--- src/rtl/combat_pkg.sv ---
// combat_pkg: shared screen/tile geometry, types and tile ROM contents
package combat_pkg;
  localparam int TILE_SZ   = 16;
  localparam int MAP_COLS  = 40;
  localparam int MAP_ROWS  = 30;
  localparam int SCREEN_W  = 640;
  localparam int SCREEN_H  = 480;
  localparam int IDX_W     = 4;
  localparam int SUB_W     = $clog2(TILE_SZ);
  localparam int MAP_DEPTH = MAP_COLS * MAP_ROWS;
  typedef logic [IDX_W-1:0] pal_idx_t;
  typedef logic [10:0] map_addr_t;
  // Built-in tile art: texel = tile ^ row ^ col ^ 9, so tile 3 texel(0,0) is 4'hA
  function automatic pal_idx_t rom_texel(input logic [IDX_W+7:0] a);
    return a[11:8] ^ a[7:4] ^ a[3:0] ^ 4'h9;
  endfunction
endpackage

--- src/rtl/tile_index_fetch_rom.sv ---
// tile_rom: 4096 x IDX_W synchronous tile texel ROM, one read port
module tile_rom
  import combat_pkg::*;
(
  input  logic             Clk,
  input  logic [IDX_W+7:0] i_addr,
  output pal_idx_t         o_data
);
  always_ff @(posedge Clk) o_data <= rom_texel(i_addr);
endmodule

--- src/rtl/tile_index_fetch.sv ---
// tile_index_fetch: 3-stage DrawX/DrawY -> tile map -> tile ROM palette index pipeline
module tile_index_fetch
  import combat_pkg::*;
(
  input  logic      Clk,
  input  logic      Reset,
  input  logic [9:0] DrawX,
  input  logic [9:0] DrawY,
  input  logic      de,
  input  logic      map_we,
  input  map_addr_t map_waddr,
  input  pal_idx_t  map_wdata,
  output pal_idx_t  index,
  output logic      index_vld,
  output logic [9:0] out_x,
  output logic [9:0] out_y
);
  logic [9-SUB_W:0] w_row, w_col;
  logic [11:0]      w_lin;
  map_addr_t        w_addr;
  logic             w_in_rng;
  pal_idx_t         w_texel;
  map_addr_t        r0_addr;
  logic [7:0]       r0_sub, r1_sub;
  logic [9:0]       r0_x, r0_y, r1_x, r1_y, r2_x, r2_y;
  logic             r0_vld, r1_vld, r2_vld;
  pal_idx_t         r1_tile;
  pal_idx_t         r_map [MAP_DEPTH];
  assign w_row    = DrawY[9:SUB_W];
  assign w_col    = DrawX[9:SUB_W];
  // row*40 as (row<<5)+(row<<3); off-map addresses clamp to 0 and are masked later
  assign w_lin    = (12'(w_row) << 5) + (12'(w_row) << 3) + 12'(w_col);
  assign w_addr   = (w_lin < 12'(MAP_DEPTH)) ? w_lin[10:0] : '0;
  assign w_in_rng = de && (DrawX < 10'(SCREEN_W)) && (DrawY < 10'(SCREEN_H));
  always_ff @(posedge Clk or posedge Reset) begin
    if (Reset) begin
      r0_addr <= '0;
      r0_sub  <= '0;
      r0_x    <= '0;
      r0_y    <= '0;
      r0_vld  <= 1'b0;
      r1_sub  <= '0;
      r1_x    <= '0;
      r1_y    <= '0;
      r1_vld  <= 1'b0;
      r2_x    <= '0;
      r2_y    <= '0;
      r2_vld  <= 1'b0;
    end else begin
      r0_addr <= w_addr;
      r0_sub  <= {DrawY[3:0], DrawX[3:0]};
      r0_x    <= DrawX;
      r0_y    <= DrawY;
      r0_vld  <= w_in_rng;
      r1_sub  <= r0_sub;
      r1_x    <= r0_x;
      r1_y    <= r0_y;
      r1_vld  <= r0_vld;
      r2_x    <= r1_x;
      r2_y    <= r1_y;
      r2_vld  <= r1_vld;
    end
  end
  // Read-before-write: a same-address read this edge still sees the old tile id
  always_ff @(posedge Clk) begin
    if (map_we && (map_waddr < 11'(MAP_DEPTH))) r_map[map_waddr] <= map_wdata;
    r1_tile <= r_map[r0_addr];
  end
  tile_rom u_rom (
    .Clk    (Clk),
    .i_addr ({r1_tile, r1_sub}),
    .o_data (w_texel)
  );
  assign index     = r2_vld ? w_texel : '0;
  assign index_vld = r2_vld;
  assign out_x     = r2_x;
  assign out_y     = r2_y;
endmodule
--- config.mk ---
export PLATFORM = sky130hd
export DESIGN_NAME = tile_index_fetch
export DESIGN_NICKNAME = d
export VERILOG_FILES = /design/src/rtl/combat_pkg.sv /design/src/rtl/tile_index_fetch_rom.sv /design/src/rtl/tile_index_fetch.sv
export SDC_FILE = /design/constraint.sdc
export NUM_CORES = 2
export LEC_CHECK = 0
export ABC_CLOCK_PERIOD_IN_PS = 3200
export BUFFER_PORTS_ARGS = -buffer_cell sky130_fd_sc_hd__buf_2
export CAP_MARGIN = 20
export CORE_ASPECT_RATIO = 1.75
export CORE_MARGIN = 2
export CORE_UTILIZATION = 35
export DETAILED_ROUTE_END_ITERATION = 10
export HOLD_SLACK_MARGIN = 0.12
export MAX_ROUTING_LAYER = met4
export SKIP_LAST_GASP = 1
export SLEW_MARGIN = 30
export SYNTH_ARGS = -nofsm -noshare
export SYNTH_HDL_FRONTEND = slang
export SYNTH_MEMORY_MAX_BITS = 65536
export SYNTH_SLANG_ARGS = --single-unit
--- constraint.sdc ---
create_clock -name Clk -period 3.2 [get_ports Clk]
set_input_delay 0.32 -clock Clk [delete_from_list [all_inputs] [get_ports Clk]]
set_output_delay 0.32 -clock Clk [all_outputs]
set_load 0.1 [all_outputs]
# After elaboration in Yosys (flattened, before gate mapping)
# Memory sizes are Yosys's and may differ from the RTL's. A register that Yosys moved wholly into a read port is not among the register bits.
# Index checks and enable logic that the tools add are counted.
# Widths: inputs -> output; s select.
# totals
regBits	94
mem_bits_rw	4800
inputBits	39
out_inout_bits	25
word_cells	30
mem_count	1
# classes
add_sub_neg	2
magnitude_cmp	4
mux	4
bitwise	3
n_reduce_logical	3
# mem_list
name	depth	word_bits	rd	rd_clocked_by_memory_dff	write_ports	line	text
r_map	1200	4	1	1	1	tile_index_fetch.sv:28	pal_idx_t r_map [MAP_DEPTH];
# op_table
operator	n
$add 11x9->12	1
$add 12x6->12	1
$lt 12x11->1 const B	1
$lt 11x11->1 const B	1
$mux 11	1
$lt 10x10->1 const B	1
$lt 10x9->1 const B	1
$xor 4x4->4	2
$mux 4	1
$logic_and 1x1->1	3
$mux 1	2
$not 2->2	1

# Logic depth before layout (Yosys ltp)
# depth
word_depth	4
depth_mapped	15
mapped_depth_nobuf	12

# Hierarchy
# From an unflattened synthesis, not the netlist that was laid out.
# unflattened
cells_unflattened	9377
hier_area_um2	190724.2
# by_module_without_submodules
mod	n_inst	cells_each	area_each_um2	seq_area_each_um2
tile_index_fetch	1	9369	190551.5	146070.1
tile_rom	1	8	172.7	80.1

# Worst setup path after synthesis
# OpenSTA, ideal clock, no wires.
# synth_path
kind	reg2reg
start	register r0_addr[0]
end	register r1_tile[0], read port of r_map
setup_time_ns	0.134
t_arrival_ns	2.930
required_ns	3.066
path_slack_ns	0.136
path_stages_with_launch	13
path_buffers	5
period_less_slack_ns	3.064
path_cell_list	dfrtp_1 -> buf_4 -> buf_6 -> buf_6 -> buf_2 -> buf_2 -> mux4_2 -> mux2i_1 -> a221oi_1 -> nor4_1 -> a31oi_1 -> a2111oi_0 -> a21oi_1
# synth_lines
element	line	text
start: declaration	tile_index_fetch.sv:23	map_addr_t r0_addr;
start signal: assignment	tile_index_fetch.sv:50	r0_addr <= w_addr;
end: declaration	tile_index_fetch.sv:27	pal_idx_t r1_tile;

==> reports/metrics.yaml <==
run_status:
  result_of_the_run: "finished with violations"
  failed_checks: "setup timing"
sta:
  period_minus_slack_ps: 3970
  slew_violations: 0
  timing.final.ws_setup_ps: -773
  finalSetupViolCount: 4
  fin_skew_ps: 56.7
  rsz0062_at_grt: "true"
  layout_worst_path_cycle_share: 1.24
  finalHoldViolCount: 0
  maxClockFrequency_ghz: 0.252
  holdWs_ps: 183
  transition_time_at_the_pin_with_the_least_slew_margin_ps: 905
  timing.slew.headroom: 0.397
cells_and_area:
  layout.nets: 10800
  non_filler_cells_in_the_finished_layout: 18300
  fillers: 46800
  drive_above_1_share: 0.349
  area_growth_syn_to_layout_pct: 20.0
  multiInputGateArea_sq_mm: 0.0427
  postLayoutCellArea_sq_mm: 0.229
  seq_area_sq_mm: 0.146
  layout_commonest_cell: "sky130_fd_sc_hd__edfxtp_1"
  layout.cells.most_common_list: "sky130_fd_sc_hd__edfxtp_1, sky130_fd_sc_hd__buf_4, sky130_fd_sc_hd__mux4_2, sky130_fd_sc_hd__nor2_1, sky130_fd_sc_hd__clkbuf_16"
floorplan:
  placement_rows: 359
  die_y_um: 981
  dieWidth_um: 562
  placeableCoreArea_sq_mm: 0.545
  floorplan.die_area_sq_mm: 0.552
  floorplan.initialDensity: 0.351
  design.portCount: 64
worst_setup_path:
  arrival_ps: 4810
  crit_path_max_fanout: 20
  critical-path-slowest-cell: "sky130_fd_sc_hd__mux4_2"
  critPathRequiredTime_ps: 4040
  rr_startpoint: "r0_addr[0]"
  rr_endpoint: "r1_tile[1]"
  critPathMaxStageDelay_ps: 550
  cp_cell_sequence: "buf_12 > buf_12 > buf_12 > mux4_2 > mux4_2 > a22oi_2 > nand2_2 > or4_1 > nand4_1 > a31oi_4 > or3_1"
  timing.reg2reg.worst_path_depth: 11
  critPathMostFrequentCell: "sky130_fd_sc_hd__buf_12"
  regToRegSetupSlack_ps: -770
  path_class: "reg -> reg"
  critPathCaptureType: "register"
  cp-start-kind: "register"
synthesis:
  synthDominantAreaCellType: "sky130_fd_sc_hd__edfxtp_1"
  number_of_enable_flip_flop_cells_after_synthesis: 4800
  post_synth_main_area_contributors: "sky130_fd_sc_hd__edfxtp_1, sky130_fd_sc_hd__mux4_2, sky130_fd_sc_hd__nor2_1"
  postSynthRegisterBits: 4882
  yosysSeqAreaShare: 0.765
  syn_avg_cell_area_sq_um: 20.8
  synth.cell_area_sq_mm: 0.191
  synth_async_sr_flop_share: 0.0152
  postSynthCellCount: 9177
  ys.flop_type: "sky130_fd_sc_hd__edfxtp_1"
  ys_warn_count: 0
  yosysUniqueCellTypes: 67
  post-synth-top-area-fraction: 0.755
  synth.net_count: 9229
place:
  post-dp-hpwl_mm: 398
  post_dp_cell_area_sq_mm: 0.213
  worst_slack_at_placement_ps: -1450
  place.detailed.instances: 17400
  place.gp.congestion: 0.913
  io_buffer_count: 63
global_routing:
  gr-usage-all-layers: 0.217
  first_global_vias: 105000
  grt_max_degree: 147
  global_route_total_overflow: 0
  grt_first_pass_wirelength_mm: 821
  initial_antenna_violation_count: 36
flow_run:
  maxCapViolCount: 0
drt:
  dr_drc_count: 0
  antenna_left: 0
  first_iter_violations: 12600
  drt_pass1_iterations: 5
  detail_route.vias_per_cell: 5.50
  routed-via-count: 101000
  post_drt_wl_per_cell_um: 32.5
  route.final.wire_length_mm: 595
clock_tree:
  maximum_count_of_clock_buffers_along_a_single_path: 4
  tritoncts_num_sinks: 4882
  htreeDepth: 5
  clkSlewWorstSetupHoldPaths_ps: 70
  cts_buffers: 416
  cts-root-buf: "sky130_fd_sc_hd__clkbuf_16"
  later_pin_clock_latency_in_the_skew_report_ps: 1020
  tritoncts: "built"
pwr:
  worst_ir_drop_vdd_uv: 477
  power_leakage_nw: 72.3
  post-layout-total-power_mw: 151
  p_per_cell_area_mw_per_mm2: 659
hold_path:
  worst_min_delay_path_class: "in -> reg"
  timing.hold.worst_path_depth: 6
  hold_path.startpoint: "map_waddr[0]"
  timing.hold.worst_endpoint: "r_map[110][1]"
-- Yosys cell counts, drive strengths merged (7+ instances only) --
cell	number
edfxtp	4800
dfxtp	8
and2	17
buf	283
dfrtp	74
o211ai	10
a31oi	18
a221oi	39
o221ai	77
nor4	8
ha	11
a22o	14
mux4	1302
inv	14
a22oi	28
a211oi	16
nand3	38
clkbuf	362
mux2i	172
o22ai	60
nor2b	16
nand4	7
nand2	171
nor3	19
mux2	49
a21oi	76
nor3b	12
xnor2	10
nand2b	11
a2111oi	7
o21ai	77
nor2	1282
o22a	18
-- stage by stage --
stage,setup TNS [ps],util
floorplan,0,-
global placement,-7380,0.391
detailed placement,-5510,0.391
CTS,-2780,0.419
global route,-2780,0.421
finish,-2670,0.421
-- worst max path at each step --
stage	slack (ps)	startpoint	end
after global placement	-2690	r0_addr[0]	r1_tile[2]
after global routing	-770	r0_addr[0]	r1_tile[1]
after CTS	-730	r0_addr[0]	r1_tile[1]
after floorplan	140	r0_addr[0]	r1_tile[0]
final	-770	r0_addr[0]	r1_tile[1]
after detailed placement	-1450	r0_addr[0]	r1_tile[0]
-- what timing repair did --
action                     4_1_cts  5_1_grt
cloned                           6        3
setup buffers                   30       24
gates resized for setup         90       94
pin swaps                       17       26
hold endpoints to repair       612        0
setup endpoints to repair        4        5
hold buffers                    49        0
-- cells by family after synthesis --
family / Yosys count / synth area share
and+or+nand+nor: 1605 / 0.0334
DFF: 4882 / 0.765
AOI/OAI and AO/OA: 482 / 0.0176
xor gates and xnor gates: 13 / 0.000596
buffers and inverters: 659 / 0.0170
muxes: 1523 / 0.165
adders and majority gates: 13 / 0.000930
-- report_power, final --
group / switching [mW] / total, mW / internal (mW)
sequential: 0.330 / 70.6 / 70.3
clock: 23.8 / 52.6 / 28.9
combinational: 15.9 / 27.9 / 12.0
-- critical path, delay by kind of cell (launching register included) --
family                 cells  cell delay (ps)
and+or+nand+nor            4             1370
DFF                        1              440
buffers and inverters      3              470
muxes                      2             1080
AOI/OAI and AO/OA          2              380
-- state kept, by name, summed over array words and instances (netlist names), 10 cells and up --
signal and flops:
r0_addr 11, r1_x 10, r0_x 10, r1_y 10, out_x 10, r_map 4800
out_y 10, r0_y 10
-- metal layers --
layer	track usage	vias up	routed length, um
li1	-	40800	-
met1	0.238	54000	200000
met2	0.379	4892	314000
met3	0.0293	1201	42300
met4	0.123	0	39300
met5	-	-	0
-- layout make-up --
cell class                      count  area share
Inverter                           14    0.000300
Timing Repair Buffer             1770      0.0756
Antenna cell                       22    0.000240
Clock buffer                      476      0.0471
Sequential cell                  4882       0.637
Multi-Input combinational cell   3636       0.186
Clock inverter                    300      0.0138
Tap cell                         7220      0.0394
Note: power is estimated with default switching activity, not from simulation.
